File: src/rtl/compare_arbiter.sv
// Round-robin arbiter that time-shares one magnitude comparator among N requesters.
// Each grant runs IDLE -> DRIVE -> DONE and returns the captured flags with a one-cycle Ack.
module compare_arbiter #(
    parameter int N  = 4,
    parameter int W  = 4,
    parameter int IW = 2
) (
    input  logic            Clk,
    input  logic            Rst,
    input  logic [N-1:0]    Req,
    input  logic [N*W-1:0]  OpA,
    input  logic [N*W-1:0]  OpB,
    output logic [N-1:0]    Ack,
    output logic            ResGreater,
    output logic            ResEqual,
    output logic            ResLess,
    output logic [IW-1:0]   ResId,
    output logic            Busy,
    output logic            FlagErr,
    output logic [W-1:0]    CmpA,
    output logic [W-1:0]    CmpB,
    output logic            CmpEn,
    input  logic            CmpGreater,
    input  logic            CmpEqual,
    input  logic            CmpLess
);

    typedef enum logic [1:0] {IDLE, DRIVE, DONE} state_t;

    state_t          state;
    logic [IW-1:0]   ptr;
    logic [IW-1:0]   idx;
    logic [IW-1:0]   win;
    logic [IW-1:0]   pos;
    logic            found;
    logic [W-1:0]    sel_a;
    logic [W-1:0]    sel_b;
    logic [IW-1:0]   ptr_next;

    // Scan requesters starting at ptr, wrapping modulo N; the first hit wins.
    always_comb begin
        win   = '0;
        found = 1'b0;
        pos   = '0;
        for (int unsigned k = 0; k < N; k++) begin
            pos = IW'((32'(ptr) + k) % N);
            if (!found && Req[pos]) begin
                found = 1'b1;
                win   = pos;
            end
        end
    end

    always_comb begin
        sel_a = '0;
        sel_b = '0;
        for (int unsigned k = 0; k < N; k++) begin
            if (IW'(k) == win) begin
                sel_a = OpA[k*W +: W];
                sel_b = OpB[k*W +: W];
            end
        end
    end

    assign ptr_next = (idx == IW'(N - 1)) ? '0 : idx + 1'b1;

    always_ff @(posedge Clk) begin
        if (Rst) begin
            state      <= IDLE;
            ptr        <= '0;
            idx        <= '0;
            Ack        <= '0;
            ResGreater <= 1'b0;
            ResEqual   <= 1'b0;
            ResLess    <= 1'b0;
            ResId      <= '0;
            Busy       <= 1'b0;
            FlagErr    <= 1'b0;
            CmpEn      <= 1'b0;
            CmpA       <= '0;
            CmpB       <= '0;
        end else begin
            case (state)
                IDLE: begin
                    Ack <= '0;
                    if (found) begin
                        CmpA  <= sel_a;
                        CmpB  <= sel_b;
                        CmpEn <= 1'b1;
                        idx   <= win;
                        Busy  <= 1'b1;
                        state <= DRIVE;
                    end
                end
                DRIVE: begin
                    ResGreater <= CmpGreater;
                    ResEqual   <= CmpEqual;
                    ResLess    <= CmpLess;
                    ResId      <= idx;
                    Ack        <= N'(1) << idx;
                    CmpEn      <= 1'b0;
                    CmpA       <= '0;
                    CmpB       <= '0;
                    if (!$onehot({CmpGreater, CmpEqual, CmpLess}))
                        FlagErr <= 1'b1;
                    state      <= DONE;
                end
                DONE: begin
                    Ack   <= '0;
                    ptr   <= ptr_next;
                    Busy  <= 1'b0;
                    state <= IDLE;
                end
                default: state <= IDLE;
            endcase
        end
    end

endmodule

File: config.mk
export PLATFORM = sky130hd
export DESIGN_NAME = compare_arbiter
export DESIGN_NICKNAME = d
export VERILOG_FILES = /design/src/rtl/compare_arbiter.sv
export SDC_FILE = /design/constraint.sdc
export NUM_CORES = 1
export LEC_CHECK = 0
export CORE_MARGIN = 5
export CORE_UTILIZATION = 30
export CTS_BUF_LIST = sky130_fd_sc_hd__clkbuf_4 sky130_fd_sc_hd__clkbuf_8 sky130_fd_sc_hd__clkbuf_16
export CTS_CLUSTER_SIZE = 24
export DETAILED_ROUTE_END_ITERATION = 8
export PLACE_DENSITY = 0.62
export SLEW_MARGIN = 20
export SYNTH_ARGS = -nofsm -noshare
export SYNTH_HDL_FRONTEND = slang
export SYNTH_SLANG_ARGS = --single-unit
export TNS_END_PERCENT = 20
File: constraint.sdc
create_clock -name Clk -period 3.9 [get_ports Clk]
set_input_delay 0.78 -clock Clk [delete_from_list [all_inputs] [get_ports Clk]]
set_output_delay 0.78 -clock Clk [all_outputs]
set_load 0.1 [all_outputs]
==> results of run 1 <==
## stage by stage
| step | worst slack, ns | hold WS (ns) |
|---|---|---|
| floorplan | 2.11 | 0.465 |
| global placement | 1.29 | 0.434 |
| detailed placement | 1.27 | 0.440 |
| CTS | 1.34 | 0.453 |
| global route | 1.29 | 0.478 |
| finish | 1.35 | 0.449 |
## layout make-up
cell class                 instances  area share
tap                               52      0.0312
inverter                           5     0.00900
multi-input combinational        122       0.388
sequential                        26       0.250
timing repair buffer              60       0.288
clock inverter                     1      0.0144
clock buffer                       3      0.0198
## worst paths after layout
kind / end / slack (ns) / cells after the start
worst min register to register: CmpB[3] / 0.45 / 2
worst max register to register: CmpA[1] / 2.17 / 5
worst max-delay path: CmpA[3] / 1.35 / 1
worst min-delay path: CmpB[3] / 0.45 / 2
## cells in the mapped netlist (all sizes together)
library cell  count
o22ai             2
mux2i             5
o21ai            18
buf               3
fa                1
nand2b            5
inv               5
nor4              2
o22a              1
and3              8
a311o             1
nor3              3
nand2            19
and2b             1
nand3             9
clkbuf            4
a21oi            13
a32oi             1
nor2b             2
o221ai            9
dfxtp            26
a21o              1
nor2             16
ha                4
mux2              1
## flip-flops by register name, indices dropped and copies added, names as in the netlist
name / flops
CmpB: 4
idx: 2
state: 2
ResGreater: 1
FlagErr: 1
Ack: 4
CmpEn: 1
ResLess: 1
ResId: 2
Busy: 1
ResEqual: 1
ptr: 2
CmpA: 4
## metal layers
metal | up-vias | GRT usage | part of all wire
li1 | 694 | - | -
met1 | 632 | 0.162 | 0.46
met4 | 0 | 0.0456 | 0.011
met3 | 4 | 0.0195 | 0.045
met5 | - | 0 | 0
met2 | 36 | 0.209 | 0.49
## logic make-up after synthesis
group                      Yosys count  synth area share
muxes                                6            0.0468
adders and majority gates            5            0.0505
and+or+nand+nor                     65             0.263
AOI/OAI and AO/OA                   46             0.223
buffers and inverters               12            0.0423
DFF                                 26             0.375
## power by group through the flow
stage          Combinational [W]  Sequential [W]  Clock [W]
6_report                0.000310        0.000306   0.000226
3_5_place_dp            0.000310        0.000313          0
3_3_place_gp            0.000310        0.000312          0
5_1_grt                 0.000327        0.000310   0.000239
2_1_floorplan          0.0000907        0.000435          0
4_1_cts                 0.000311        0.000307   0.000230
==> reports/results.ini, run 1 <==
[die]
fp-row-count=24
fp.coreArea_mm2=0.00441
design.die.area_mm2=0.00609
start_util=0.315
top_level_ports=61
chipHeight_um=78.0
die-width_um=78.0

[hold_path]
hold_class=reg -> reg
holdCritStartpoint=CmpB[3]

[synthesis]
post_synth_main_area_contributors=dfxtp_1 (37%), o221ai_1 (5.0%), nand2_1 (4.9%), a21oi_1 (4.3%), nor2_1 (4.1%)
synth.cell_area_mm2=0.00139
syn_area_per_cell_um2=8.68
synth.yosys.seq_area_share=0.375
netlist_instances=160
ys_seq_elements=26
synth_warnings=0
number_of_distinct_library_cells_after_synthesis=37
synth_top_cell_area_share=0.375
synthDominantAreaCellType=dfxtp_1
number_of_nets_produced_by_synthesis=206

[timing]
skew_ns=0.00184
timing.final.crit_period_ns=2.55
timing.final.hold_violations=0
rsz_0062_raised_after_global_routing=false
timing_worst_slew_pin_value_ns=0.991
max_slew_margin=0.337
finalCritPeriodShare=0.654
max_clock_freq_mhz=392
setup_tns_ns=0
setup_violations=0
timing.final.max_slew_violations=0

[global_routing]
maximum_number_of_pins_on_one_net_before_global_route_repair=17
antenna_found_initial=0
wire_length_of_the_first_global_routing_pass_um=6330
gr-total-overflow=0
grt_pass1_vias=1350
grt_use_total=0.125

[setup_path]
cp_max_fo=2
cp_num_buf_inv=1
timing.critical_path.from=CmpA[3]
path_class=reg -> out
delay_heaviest_family_cp=buffers and inverters
crit_required_ns=3.12
path_cells=clkdlybuf4s50_1
crit-reg2reg-launch=ptr[1]
timing.critical_path.slowest_cell_delay_ns=1.14
worst_endpoint_data_arrival_time_ns=1.77
worstSetupStartpointType=flip-flop
crit_path_end_kind=output pin
slowest_cell_on_the_critical_path=clkdlybuf4s50_1

[pwr]
leakage_power_summed_over_all_cells_nw=0.736
clock_power_frac=0.268
total_power_density_per_cell_area_mw_per_mm2=403
switchingPower_w=0.000311
vdd_drop_max_uv=141
share_comb_of_total_power=0.368
tot_pwr_w=0.000842
switching_share=0.370
pwr-share-seq=0.364
p_int_w=0.000530

[cells_and_area]
postLayoutCoreUtil=0.473
syn_to_final_growth_pct=50.2
number_of_filler_cells_placed_in_the_layout=411
layout-drive-gt1-share=0.0783
layout.cells.most_common=clkdlybuf4s50_1
multi_input_comb_area_um2=810
final-seq-area_um2=520
n_antenna_cell=0
layout.cell_area.non_filler_mm2=0.00209
nNetsFinal=264
final_cell_mix=clkdlybuf4s50_1 (60), dfxtp_1 (26), nand2_1 (18), nor2_1 (15), a21oi_1 (12)
final_cells=269

[clock_tree]
cts.htree.levels=1
cts_root_buf=clkbuf_8
cts_tree=done
clockBufferDepth=2
clock_transition_time_at_the_flip_flop_clock_pins_of_the_worst_setup_and_hold_paths_ns=0.09
cts_resizes=0
post_cts.repair.setup_buffers=0
clk-insertion-delay-late_ns=0.27
tritoncts_num_sinks=26
numCtsBuffers=3
cts_hold_buffers=0

[route]
via_per_inst=5.08
drt_first_pass_iters=4
dr_total_vias=1366
finalWirelength_um=4030
routedWlPerCell_um=15.0
drt_iter0_drc=65
postRouteAntennaNets=0
drc=0

[placement]
post-dp-hpwl_um=3030
dp_cells=265
post_dp_cell_area_mm2=0.00201
routabilityCongestion=0.757
place.port_buffers=60

[flow_run]
maxCapViolCount=0

[run_status]
status=complete, no violations

Power figures use the tool's default switching activity.
==> run 2, diff against run 1 <==
--- a/config.mk
+++ b/config.mk
@@ -10,7 +10,7 @@
 export CTS_BUF_LIST = sky130_fd_sc_hd__clkbuf_4 sky130_fd_sc_hd__clkbuf_8 sky130_fd_sc_hd__clkbuf_16
 export CTS_CLUSTER_SIZE = 24
 export DETAILED_ROUTE_END_ITERATION = 8
-export PLACE_DENSITY = 0.62
+export PLACE_DENSITY = 0.64
 export SLEW_MARGIN = 20
 export SYNTH_ARGS = -nofsm -noshare
 export SYNTH_HDL_FRONTEND = slang
==> constraint.sdc (replaced) <==
create_clock -name Clk -period 2.3 [get_ports Clk]
set_input_delay 0.46 -clock Clk [delete_from_list [all_inputs] [get_ports Clk]]
set_output_delay 0.46 -clock Clk [all_outputs]
set_load 0.1 [all_outputs]
==> run 2 against run 1 <==
Compared with the run above: power rose by 69%; critical path type is now in -> reg; non-clock buffer count rose by 4; worst setup slack got worse by 1.0 ns; global-route usage rose by 0.45 points; core utilization fell by 0.45 points; largest cell class unchanged; clock skew barely moved; critical endpoint is now CmpB[0].
==> reports/results.ini, run 2 (synthesized netlist as in run 1, its figures left out) <==
[route]
via_per_inst=4.90  ; -3.4%
drc=0  ; unchanged
finalWirelength_um=4000  ; -0.79%
dr_total_vias=1339  ; -2.0%
postRouteAntennaNets=0  ; unchanged
drt_iter0_drc=84  ; +29%
drt_first_pass_iters=4  ; unchanged
routedWlPerCell_um=14.6  ; -2.2%

[timing]
timing.final.crit_period_ns=1.96
skew_ns=0.00164  ; -0.000195 ns
setup_tns_ns=0  ; unchanged
max_slew_margin=0.602  ; +0.265
timing_worst_slew_pin_value_ns=0.596  ; -0.395 ns
timing.final.hold_violations=0  ; unchanged
finalCritPeriodShare=0.853
timing.final.max_slew_violations=0  ; unchanged
setup_violations=0  ; unchanged
rsz_0062_raised_after_global_routing=false
max_clock_freq_mhz=510

[clock_tree]
post_cts.repair.setup_buffers=0  ; unchanged
cts_root_buf=clkbuf_8
cts_resizes=0  ; unchanged
tritoncts_num_sinks=26  ; unchanged
numCtsBuffers=3  ; unchanged
cts_tree=done
cts_hold_buffers=0  ; unchanged
clk-insertion-delay-late_ns=0.27  ; about the same
clock_transition_time_at_the_flip_flop_clock_pins_of_the_worst_setup_and_hold_paths_ns=0.09  ; about the same
clockBufferDepth=2  ; unchanged
cts.htree.levels=1  ; unchanged

[die]
fp-row-count=24  ; unchanged
die-width_um=78.0  ; unchanged
start_util=0.315  ; unchanged
chipHeight_um=78.0  ; unchanged
design.die.area_mm2=0.00609  ; unchanged
fp.coreArea_mm2=0.00441  ; unchanged
top_level_ports=61  ; unchanged

[global_routing]
antenna_found_initial=0  ; unchanged
maximum_number_of_pins_on_one_net_before_global_route_repair=16  ; -1
grt_pass1_vias=1328  ; -1.6%
wire_length_of_the_first_global_routing_pass_um=6570  ; +3.7%
grt_use_total=0.130  ; +0.00448
gr-total-overflow=0  ; unchanged

[setup_path]
crit_required_ns=2.51  ; -0.61 ns
crit_path_end_kind=flip-flop
path_class=in -> reg
worstSetupStartpointType=primary input
worst_endpoint_data_arrival_time_ns=2.17  ; +0.40 ns
cp_max_fo=9  ; +7

[flow_run]
maxCapViolCount=0  ; unchanged

[cells_and_area]
layout-drive-gt1-share=0.186  ; +0.107
final_cell_mix=clkdlybuf4s50_1 (40), dfxtp_1 (26), buf_4 (24), nand2_1 (18), nor2_1 (15)
postLayoutCoreUtil=0.468  ; -0.00453
syn_to_final_growth_pct=48.7
largest_registers=Ack (4), CmpA (4), CmpB (4)
nNetsFinal=268  ; +1.5%
n_antenna_cell=0  ; unchanged
layout.cells.most_common=clkdlybuf4s50_1

[pwr]
tot_pwr_w=0.00143  ; +69%
vdd_drop_max_uv=224  ; +58%
total_power_density_per_cell_area_mw_per_mm2=690  ; +71%
leakage_power_summed_over_all_cells_nw=0.790  ; +7.3%

[placement]
place.port_buffers=60  ; unchanged
routabilityCongestion=0.838  ; +11%
post-dp-hpwl_um=3110  ; +2.6%

[hold_path]
hold_class=reg -> reg

[run_status]
status=complete, no violations

## run 2: cell types whose count changed in the layout (fill, tap and decap cells not counted)
cell             previous run  this run
clkdlybuf4s50_1            60        40
buf_4                       0        24
## run 2: report_power, final
| part | switching [W] | leakage, nW | internal [W] |
|---|---|---|---|
| Sequential | 0.0000330 | 0.213 | 0.000488 |
| Clock | 0.000151 | 0.0357 | 0.000233 |
| Combinational | 0.000347 | 0.540 | 0.000174 |
| Total | 0.000531 | 0.790 | 0.000894 |
## run 2: final cells by class
class                           count  area, µm²
Sequential cell                    26        520
Timing Repair Buffer               64        581
Clock inverter                      1       30.0
Inverter                            5       18.8
Clock buffer                        3       41.3
Fill cell                         435       2350
Multi-Input combinational cell    122        810
Tap cell                           52       65.1
## run 2: worst paths after layout
path,start,endpoint,slack [ns],depth (start not counted)
worst max-delay path,Req[2],CmpB[0],0.34,6
worst min-delay path,CmpB[2],CmpB[2],0.45,2
worst min register to register,CmpB[2],CmpB[2],0.45,2
worst max register to register,ptr[1],CmpB[0],0.59,5
## run 2: layer usage
metal | vias to the layer above | wire length, µm | global-route usage
met3 | 5 | 186 | 0.0183
met1 | 603 | 1830 | 0.177
met2 | 32 | 1920 | 0.209
li1 | 699 | - | -
met4 | 0 | 64 | 0.0456
met5 | - | 0 | 0
## run 2: through the flow
step	std cells	area [µm²]	hold slack [ns]	setup slack, ns
6_report	273	2070	0.450	0.338
5_1_grt	273	2070	0.480	0.204
4_1_cts	273	2070	0.454	0.338
3_5_place_dp	269	1990	0.441	0.0396
3_3_place_gp	269	1990	0.436	0.0822
2_1_floorplan	160	1390	0.465	0.826
## run 2: worst max-delay path, cell delays in order
cell,delay [ns]
clkdlybuf4s50_1,0.58
mux2i_1,0.30
o22a_1,0.41
nand3_1,0.11
and3_1,0.19
o21ai_1,0.12
==> run 3, diff against run 2 <==
--- a/config.mk
+++ b/config.mk
@@ -8,6 +8,7 @@
 export CORE_MARGIN = 5
 export CORE_UTILIZATION = 30
 export CTS_BUF_LIST = sky130_fd_sc_hd__clkbuf_4 sky130_fd_sc_hd__clkbuf_8 sky130_fd_sc_hd__clkbuf_16
+export CTS_CLUSTER_DIAMETER = 50
 export CTS_CLUSTER_SIZE = 24
 export DETAILED_ROUTE_END_ITERATION = 8
 export PLACE_DENSITY = 0.64
==> results of run 3 <==
The final DEF is identical to that of run 2; final timing and power are the same.
